[src/rtl/load_store_unit_if.sv]
// Execute-side request/response signals plus the doubleword memory port of the load/store unit.
interface load_store_unit_if #(
  parameter int BITS      = 64,
  parameter int ADDR_BITS = 8
);
  logic                 req;
  logic                 write;
  logic [2:0]           funct3;
  logic [ADDR_BITS-1:0] addr;
  logic [BITS-1:0]      wdata;
  logic                 ready;
  logic                 done;
  logic                 misaligned;
  logic [BITS-1:0]      rdata;
  logic [ADDR_BITS-4:0] mem_addr;
  logic                 mem_we;
  logic [BITS-1:0]      mem_din;
  logic [BITS-1:0]      mem_dout;

  // Handshake: a request is taken on a rising edge where req=1 and ready=1;
  // done pulses for one cycle when it completes, misaligned qualifies done.
  modport master (
    output req, write, funct3, addr, wdata, mem_dout,
    input  ready, done, misaligned, rdata, mem_addr, mem_we, mem_din
  );

  modport slave (
    input  req, write, funct3, addr, wdata, mem_dout,
    output ready, done, misaligned, rdata, mem_addr, mem_we, mem_din
  );
endinterface

[src/rtl/load_store_unit.sv]
// Sequences byte-addressed loads/stores onto a word-addressed 64-bit memory,
// extending load lanes and read-modify-writing partial stores.
module load_store_unit #(
  parameter int BITS      = 64,
  parameter int DEPTH     = 32,
  parameter int ADDR_BITS = 8
) (
  input  logic               clk,
  input  logic               reset,
  load_store_unit_if.slave   bus,
  output logic [1:0]         fsm_state
);
  localparam int IDX_BITS = $clog2(DEPTH);

  typedef enum logic [1:0] {IDLE = 2'd0, READ = 2'd1, WRITE = 2'd2, RESP = 2'd3} state_t;
  state_t state, state_nxt;

  logic                 lat_write;
  logic [2:0]           lat_funct3;
  logic [ADDR_BITS-1:0] lat_addr;
  logic [BITS-1:0]      lat_wdata;
  logic                 lat_err;
  logic [BITS-1:0]      buffer;
  logic [BITS-1:0]      rdata_q;
  logic                 done_q;
  logic                 misaligned_q;

  logic                 req_err;
  logic [5:0]           shamt;
  logic [BITS-1:0]      lane;
  logic [BITS-1:0]      load_ext;
  logic [7:0]           byte_mask;
  logic [BITS-1:0]      bit_mask;
  logic [BITS-1:0]      wdata_sh;

  // Alignment and encoding checks on the live request, sampled only when accepted.
  always_comb begin
    req_err = 1'b0;
    case (bus.funct3[1:0])
      2'b01:   req_err = bus.addr[0];
      2'b10:   req_err = |bus.addr[1:0];
      2'b11:   req_err = |bus.addr[2:0];
      default: req_err = 1'b0;
    endcase
    if (bus.funct3 == 3'b111 || (bus.funct3[2] && bus.write)) req_err = 1'b1;
  end

  always_ff @(posedge clk or posedge reset) begin
    if (reset) state <= IDLE;
    else       state <= state_nxt;
  end

  always_comb begin
    state_nxt = state;
    case (state)
      IDLE:    if (bus.req) state_nxt = req_err ? RESP : READ;
      READ:    state_nxt = lat_write ? WRITE : RESP;
      WRITE:   state_nxt = RESP;
      RESP:    state_nxt = IDLE;
      default: state_nxt = IDLE;
    endcase
  end

  // mem_we is decoded straight from state so a mid-write reset removes it at once.
  always_comb begin
    bus.ready  = (state == IDLE);
    bus.mem_we = (state == WRITE);
    fsm_state  = state;
  end

  // Load path: shift the addressed lane down, then extend by access size.
  always_comb begin
    shamt    = {lat_addr[2:0], 3'b000};
    lane     = bus.mem_dout >> shamt;
    load_ext = lane;
    case (lat_funct3[1:0])
      2'b00:   load_ext = {{(BITS-8){~lat_funct3[2] & lane[7]}}, lane[7:0]};
      2'b01:   load_ext = {{(BITS-16){~lat_funct3[2] & lane[15]}}, lane[15:0]};
      2'b10:   load_ext = {{(BITS-32){~lat_funct3[2] & lane[31]}}, lane[31:0]};
      default: load_ext = lane;
    endcase
  end

  // Store path: replace only the addressed bytes of the buffered doubleword.
  always_comb begin
    case (lat_funct3[1:0])
      2'b00:   byte_mask = 8'h01;
      2'b01:   byte_mask = 8'h03;
      2'b10:   byte_mask = 8'h0f;
      default: byte_mask = 8'hff;
    endcase
    byte_mask = byte_mask << lat_addr[2:0];
    bit_mask  = '0;
    for (int i = 0; i < 8; i++) bit_mask[i*8 +: 8] = {8{byte_mask[i]}};
    wdata_sh    = lat_wdata << shamt;
    bus.mem_din = (buffer & ~bit_mask) | (wdata_sh & bit_mask);
  end

  always_ff @(posedge clk or posedge reset) begin
    if (reset) begin
      lat_write    <= 1'b0;
      lat_funct3   <= '0;
      lat_addr     <= '0;
      lat_wdata    <= '0;
      lat_err      <= 1'b0;
      buffer       <= '0;
      rdata_q      <= '0;
      done_q       <= 1'b0;
      misaligned_q <= 1'b0;
    end else begin
      done_q       <= 1'b0;
      misaligned_q <= 1'b0;
      case (state)
        IDLE: if (bus.req) begin
          lat_write  <= bus.write;
          lat_funct3 <= bus.funct3;
          lat_addr   <= bus.addr;
          lat_wdata  <= bus.wdata;
          lat_err    <= req_err;
        end
        READ: begin
          buffer <= bus.mem_dout;
          if (!lat_write) rdata_q <= load_ext;
        end
        RESP: begin
          done_q       <= 1'b1;
          misaligned_q <= lat_err;
          if (lat_err) rdata_q <= '0;
        end
        default: ;
      endcase
    end
  end

  assign bus.mem_addr   = lat_addr[3 +: IDX_BITS];
  assign bus.rdata      = rdata_q;
  assign bus.done       = done_q;
  assign bus.misaligned = misaligned_q;
endmodule

[src/flat_wrapper.sv]
// flat-port wrapper written by rule: the top's interface ports become plain ports
module load_store_unit_flat 
#(
  parameter int BITS      = 64,
  parameter int DEPTH     = 32,
  parameter int ADDR_BITS = 8
)
  (clk, reset, fsm_state, bus_req, bus_write, bus_funct3, bus_addr, bus_wdata, bus_mem_dout, bus_ready, bus_done, bus_misaligned, bus_rdata, bus_mem_addr, bus_mem_we, bus_mem_din);
  load_store_unit_if #(.BITS(BITS), .ADDR_BITS(ADDR_BITS)) bus_i ();
  input  logic clk;
  input  logic reset;
  output logic [1:0] fsm_state;
  input wire logic [$bits(bus_i.req)-1:0] bus_req;
  input wire logic [$bits(bus_i.write)-1:0] bus_write;
  input wire logic [$bits(bus_i.funct3)-1:0] bus_funct3;
  input wire logic [$bits(bus_i.addr)-1:0] bus_addr;
  input wire logic [$bits(bus_i.wdata)-1:0] bus_wdata;
  input wire logic [$bits(bus_i.mem_dout)-1:0] bus_mem_dout;
  output wire logic [$bits(bus_i.ready)-1:0] bus_ready;
  output wire logic [$bits(bus_i.done)-1:0] bus_done;
  output wire logic [$bits(bus_i.misaligned)-1:0] bus_misaligned;
  output wire logic [$bits(bus_i.rdata)-1:0] bus_rdata;
  output wire logic [$bits(bus_i.mem_addr)-1:0] bus_mem_addr;
  output wire logic [$bits(bus_i.mem_we)-1:0] bus_mem_we;
  output wire logic [$bits(bus_i.mem_din)-1:0] bus_mem_din;
  assign bus_i.req = bus_req;
  assign bus_i.write = bus_write;
  assign bus_i.funct3 = bus_funct3;
  assign bus_i.addr = bus_addr;
  assign bus_i.wdata = bus_wdata;
  assign bus_i.mem_dout = bus_mem_dout;
  assign bus_ready = bus_i.ready;
  assign bus_done = bus_i.done;
  assign bus_misaligned = bus_i.misaligned;
  assign bus_rdata = bus_i.rdata;
  assign bus_mem_addr = bus_i.mem_addr;
  assign bus_mem_we = bus_i.mem_we;
  assign bus_mem_din = bus_i.mem_din;
  load_store_unit #(.BITS(BITS), .DEPTH(DEPTH), .ADDR_BITS(ADDR_BITS)) u_core (.clk(clk), .reset(reset), .bus(bus_i), .fsm_state(fsm_state));
endmodule
[config.mk]
export PLATFORM = sky130hd
export DESIGN_NAME = load_store_unit_flat
export DESIGN_NICKNAME = d
export VERILOG_FILES = /design/src/rtl/load_store_unit_if.sv /design/src/rtl/load_store_unit.sv /design/src/flat_wrapper.sv
export SDC_FILE = /design/constraint.sdc
export NUM_CORES = 1
export LEC_CHECK = 0
export ABC_AREA = 1
export BUFFER_PORTS_ARGS = -buffer_cell sky130_fd_sc_hd__clkbuf_2
export CAP_MARGIN = 5
export CORE_UTILIZATION = 51
export CTS_BUF_LIST = sky130_fd_sc_hd__clkbuf_2 sky130_fd_sc_hd__clkbuf_4 sky130_fd_sc_hd__clkbuf_8
export DETAILED_ROUTE_END_ITERATION = 8
export GPL_TIMING_DRIVEN = 1
export PLACE_DENSITY = 0.79
export SYNTH_ARGS = -nofsm -noshare
export SYNTH_HDL_FRONTEND = slang
export SYNTH_SLANG_ARGS = --single-unit
export TNS_END_PERCENT = 30
[constraint.sdc]
create_clock -name clk -period 7 [get_ports clk]
set_input_delay 1.05 -clock clk [delete_from_list [all_inputs] [get_ports clk]]
set_output_delay 1.05 -clock clk [all_outputs]
set_load 0.005 [all_outputs]
# Word-level counts from Yosys, hierarchy flattened
# Index checks and enable logic that the tools add are counted.
# totals
out_inout_bits,139
regBits,209
input_bits,143
elab_cells,55
# classes
eq_ne,12
bitwise_logic,8
n_mux,13
reduce_logical,9
shift,3
# op_table
cell,count
case mux 64 bit (3 select lines),1
AND 64 bit,2
two-way mux 64 bit,2
case mux 64 bit (2 select lines),1
NOT 64 bit,1
OR 64 bit,1
<< shifter 64 x 6 -> 64 bit,1
right shift 64 x 6 -> 64 bit,1
case mux 8 bit (3 select lines),1
equality test 2 bit (second input constant),5
case mux 2 bit (4 select lines),1
<< shifter 8 x 3 -> 8 bit,1
equality test 2 x 1 -> 1 bit (second input constant),3
zero test 2 bit,2
two-way mux 1 bit,4
two-way mux 2 bit,2
!= test 2 bit (second input constant),2
AND 1 bit,3
equality test 3 bit (second input constant),1
case mux 1 bit (3 select lines),1
AND reduction 3 bit,1
OR reduction 3 bit,1
!= test 2 x 1 -> 1 bit (second input constant),1
AND reduction 2 bit,1
other kinds (5),5

# Depth between registers and ports, before layout
# depth
word_depth,6
mapped_depth,13
mapped_depth_nobuf,11

# Least setup slack after synthesis
# No wires, ideal clock.
# synth_timing
path_type,reg2out
from,register u_core.lat_addr[0]
to,output port bus_mem_din[56]
path_stages_with_launch,9
slack_ns,4.479
n_path_buf,3
t_arrival_ns,1.471
t_required_ns,5.950
path_cell_list,dfrtp_1 -> buf_6 -> buf_8 -> buf_4 -> or2_2 -> o21ai_0 -> nand2_1 -> a21oi_1 -> o22ai_1
# synth_between
elab_chain_cells,4
elab_cells_between_ends,6
cone_classes,shift (2); bitwise (4)
# synth_lines
element,line_no,rtl
"start, declared",load_store_unit.sv:20,logic [ADDR_BITS-1:0] lat_addr;
"start signal, assigned",load_store_unit.sv:117,lat_addr <= bus.addr;
"parallel branches: the longest is 3 deep, another holds << shifter 64 x 6 -> 64 bit",-,
OR 64 bit *,load_store_unit.sv:96,bus.mem_din = (buffer & ~bit_mask) | (wdata_sh & bit_mask);
"end, declared",flat_wrapper.sv:25,output wire logic [$bits(bus_i.mem_din)-1:0] bus_mem_din;
# Every way passes the cells marked *.

# Worst setup path after layout
# layout_timing
from,register u_core.lat_addr[0]
to,output port bus_mem_din[10]
# Same word-level chain as after synthesis.

==> impl_results.md <==
- Number of filler cells placed in the layout: approximately 2300
- Adder and majority cell fraction of the synthesized area: 0.00400
- Mean cell area of the mapped netlist: 6.94 sq um
- Number of I/O port buffers: between 200 and 300
- Worst path max stage delay: a little over 0.9 ns
- Hold/Removal Path Class: flip-flop to flip-flop
- CP Buf/Inv Count: 2
- Switching power share of the total: 0.510
- Number of diodes: 0
- Final RePlAce weighted congestion: 1.03
- Highest metal layer with signal wires: met4
- Routed length on met2: 20100 microns
- Clock Pin Slew Worst Setup and Hold Paths: 0.06 ns
- Number of nets with antenna violations after routing: 0
- Area share of the largest cell type after synthesis: 0.418
- Drt via density: 5.66
- Overall die area: 25200 sq um
- Data required, critical path: 5.95 ns
- Synth Cell Area: between 10000 and 15000 sq um
- Total routing usage reported by global routing: 0.364
- Final number of max-transition violations: 0
- Number of warnings reported in the yosys synthesis log: 0
- Maximum count of clock buffers along a single path: 3
- Net load switching power: a little over 4000 uW
- Prevailing post-synth register cell: sky130_fd_sc_hd__dfrtp_1
- Crit path max fanout: 90
- Initial detailed-routing violation count: 1736
- Max IR drop VDD: between 0.2 and 0.3 mV
- DIE HEIGHT: 159 microns
- RSZ-0062 raised after global routing: no
- Final standard cell utilization of the core: 0.613
- WP data arrival: 3.72 ns
- Simple-gate share of the synthesized area: 0.300
- Clock latency at the later pin of the worst-skew pair: 0.56 ns
- Critical path type: flip-flop to primary output
- # rows: 56
- Die width: 159 microns
- Post-synthesis cell type count: 37
- Cell family with most CP delay: buffers and inverters
- Worst slew margin relative to its limit: 0.200
- Clock Sinks: 209
- Area growth, synth to finish: 16.4%
- Run status: completed
- Final setup fails: 0
- Ranking of synthesized cells by area: sky130_fd_sc_hd__dfrtp_1 (42%), sky130_fd_sc_hd__nand2_1 (23%), sky130_fd_sc_hd__o21ai_0 (7.9%)
- Power per cell area: around 550 nW/um^2
- Initial DRT Pass Iterations: 9
- Setup clock skew after layout: 0.0185 ns
- Post-CTS setup buffer count: 0
- Floorplan Core Area: approximately 24000 sq um
- Antenna violations before repair: 0
- Total congestion overflow after global routing: 0
- Wire length on met1: 18600 microns
- Layout cell share with drive strength beyond 1: 0.196
- Fraction of registers with async set or reset after synthesis: 1.00
- Final Routed Wirelength: 45500 microns
- Root Buffer: sky130_fd_sc_hd__clkbuf_8
- Via count of the routed design: approximately 13000
- Fin Setup TNS: 0 ns
- Most common cell after layout, fill and taps aside: sky130_fd_sc_hd__nand2_1
- Per-cell routed wire length: 19.3 microns
- Tightest Pin Transition: 1.20 ns
- Post-placement setup slack: ~2.9 ns
- Xor/xnor cell area share of the yosys netlist: 0
- Sort of element at the start of the critical path: flip-flop
- Fraction of the mapped netlist area in compound gates: 0.170
- TritonCTS Buffers: 38
- CTS tree: yes
- Post-CTS resize count: 0
- Sequence of cells on the critical path: buf_4 -> o21ai_2 -> nor2_1 -> nand2_1 -> o21ai_0 -> clkbuf_2
- Clock network fraction of design power: 0.151
- Worst setup slack after layout: 2.23 ns
- Total Nets Final: 2157
- Maximum number of pins on one net before global-route repair: ~110
- Count of state elements after synthesis: 209
- Total of hold buffers inserted after clock tree synthesis: 0
- Dominant combinational cell family by area after synthesis: simple AND/OR/NAND/NOR gates
- Number of ports placed on the die boundary: 282
- Number of synthesized flops with an enable pin: 0
- Combinational group share of total power: 0.575
- Net count after synthesis: approximately 2000
- Portion of total power attributed to sequential cells: 0.274
- Post-synthesis cell count: approximately 1800
- Leading cell types in the layout, fill and taps excluded: sky130_fd_sc_hd__nand2_1 (769), sky130_fd_sc_hd__clkbuf_2 (281), sky130_fd_sc_hd__dfrtp_1 (206)
- Library cell occupying the most area in the post-synthesis netlist: sky130_fd_sc_hd__dfrtp_1
- Global-route wire length before repair: slightly below 70000 microns
- Slowest CP cell: sky130_fd_sc_hd__dfrtp_4
- Kind of end point of the critical path: primary output
- Achievable frequency: approximately 210 MHz
- Internal: 3920 uW
- Multiplexer area fraction after synthesis: 0.0183
- Max-cap check violation count: 0
- Leakage Power: 0.00788 uW
- DRC Markers: 0
- Part of the Yosys area used for sequential elements: 0.418
- Count of endpoints failing hold in the final timing report: 0
- Post-route minimum period: 4.77 ns
- Placed wire-length estimate: 33600 microns
- H-tree depth: 2
- Post-route clock period utilization: 0.682
- Wire length on met3: 4640 microns
- Starting density of the core: 0.527
- Via count of the first global-routing pass: 12000
==> layer usage <==
metal | track usage | vias to the layer above
li1 | - | 6230
met1 | 0.505 | 6188
met2 | 0.550 | 787
met3 | 0.0612 | 136
met4 | 0.179 | 0
met5 | 0 | -
==> per-stage QoR <==
stage	total power, uW	instances	area (sq um)	hold slack (ns)
final	8010	2356	14600	0.475
after global routing	8580	2356	14600	0.503
after CTS	7910	2356	14600	0.481
after detailed placement	6680	2289	13800	0.466
after global placement	6620	2289	13800	0.464
after floorplan	5140	1805	12500	0.449
==> worst register-to-register path: cells and delay by family, from the launching register on <==
| family | cells | cell delay [ns] |
|---|---|---|
| DFF | 1 | 0.33 |
| buffers and inverters | 3 | 1.59 |
| and+or+nand+nor | 5 | 1.00 |
| AOI/OAI and AO/OA | 1 | 0.50 |
==> Yosys cell counts (all sizes together) (8+ instances only) <==
| library cell | number |
|---|---|
| a21oi | 55 |
| a31oi | 8 |
| buf | 71 |
| clkbuf | 59 |
| dfrtp | 209 |
| inv | 113 |
| mux2i | 15 |
| nand2 | 772 |
| nand3 | 105 |
| nor2 | 55 |
| nor3 | 9 |
| o211ai | 24 |
| o21ai | 239 |
| o21bai | 32 |
| o22ai | 10 |
==> state kept, by name (all words and copies together) (netlist names) <==
register,count
u_core.lat_write,1
u_core.lat_funct3,3
u_core.fsm_state,2
u_core.bus.rdata,64
u_core.buffer,64
u_core.lat_wdata,64
u_core.bus.done,1
u_core.lat_addr,8
u_core.bus.misaligned,1
u_core.lat_err,1
==> layout make-up <==
cell class,instances,area [sq um],share of cell area
Clock buffer,54,693,0.0476
Clock inverter,13,98.8,0.00678
Inverter,113,434,0.0298
Multi-Input combinational cell,1353,6200,0.425
Sequential cell,209,5240,0.359
Tap cell,319,399,0.0274
Timing Repair Buffer,295,1510,0.104
==> power groups by stage <==
stage	logic [uW]	clock network (uW)	registers (uW)
floorplan	3140	0	2000
global placement	4450	0	2180
global route	5060	1280	2240
detailed placement	4490	0	2180
CTS	4520	1220	2170
finish	4610	1210	2190
==> cell families after synthesis <==
group           Yosys count
flops                   209
mux                      22
fa+ha+maj                 4
simple gates            947
compound gates          380
buf+inv                 243
==> worst paths after layout <==
path / start / cells after the start / slack, ns / to
hold / removal: u_core.lat_addr[7] / 2 / 0.47 / u_core.lat_addr[7]
min in group asynchronous: reset / 2 / 0.56 / u_core.buffer[3]
setup reg to reg: u_core.lat_addr[2] / 9 / 3.44 / u_core.bus.rdata[62]
hold reg to reg: u_core.lat_addr[7] / 2 / 0.47 / u_core.lat_addr[7]
max in group asynchronous: reset / 3 / 5.09 / u_core.bus.rdata[23]
setup / recovery: u_core.lat_addr[0] / 6 / 2.23 / bus_mem_din[10]
No activity file was read; power rests on OpenSTA's default activity.
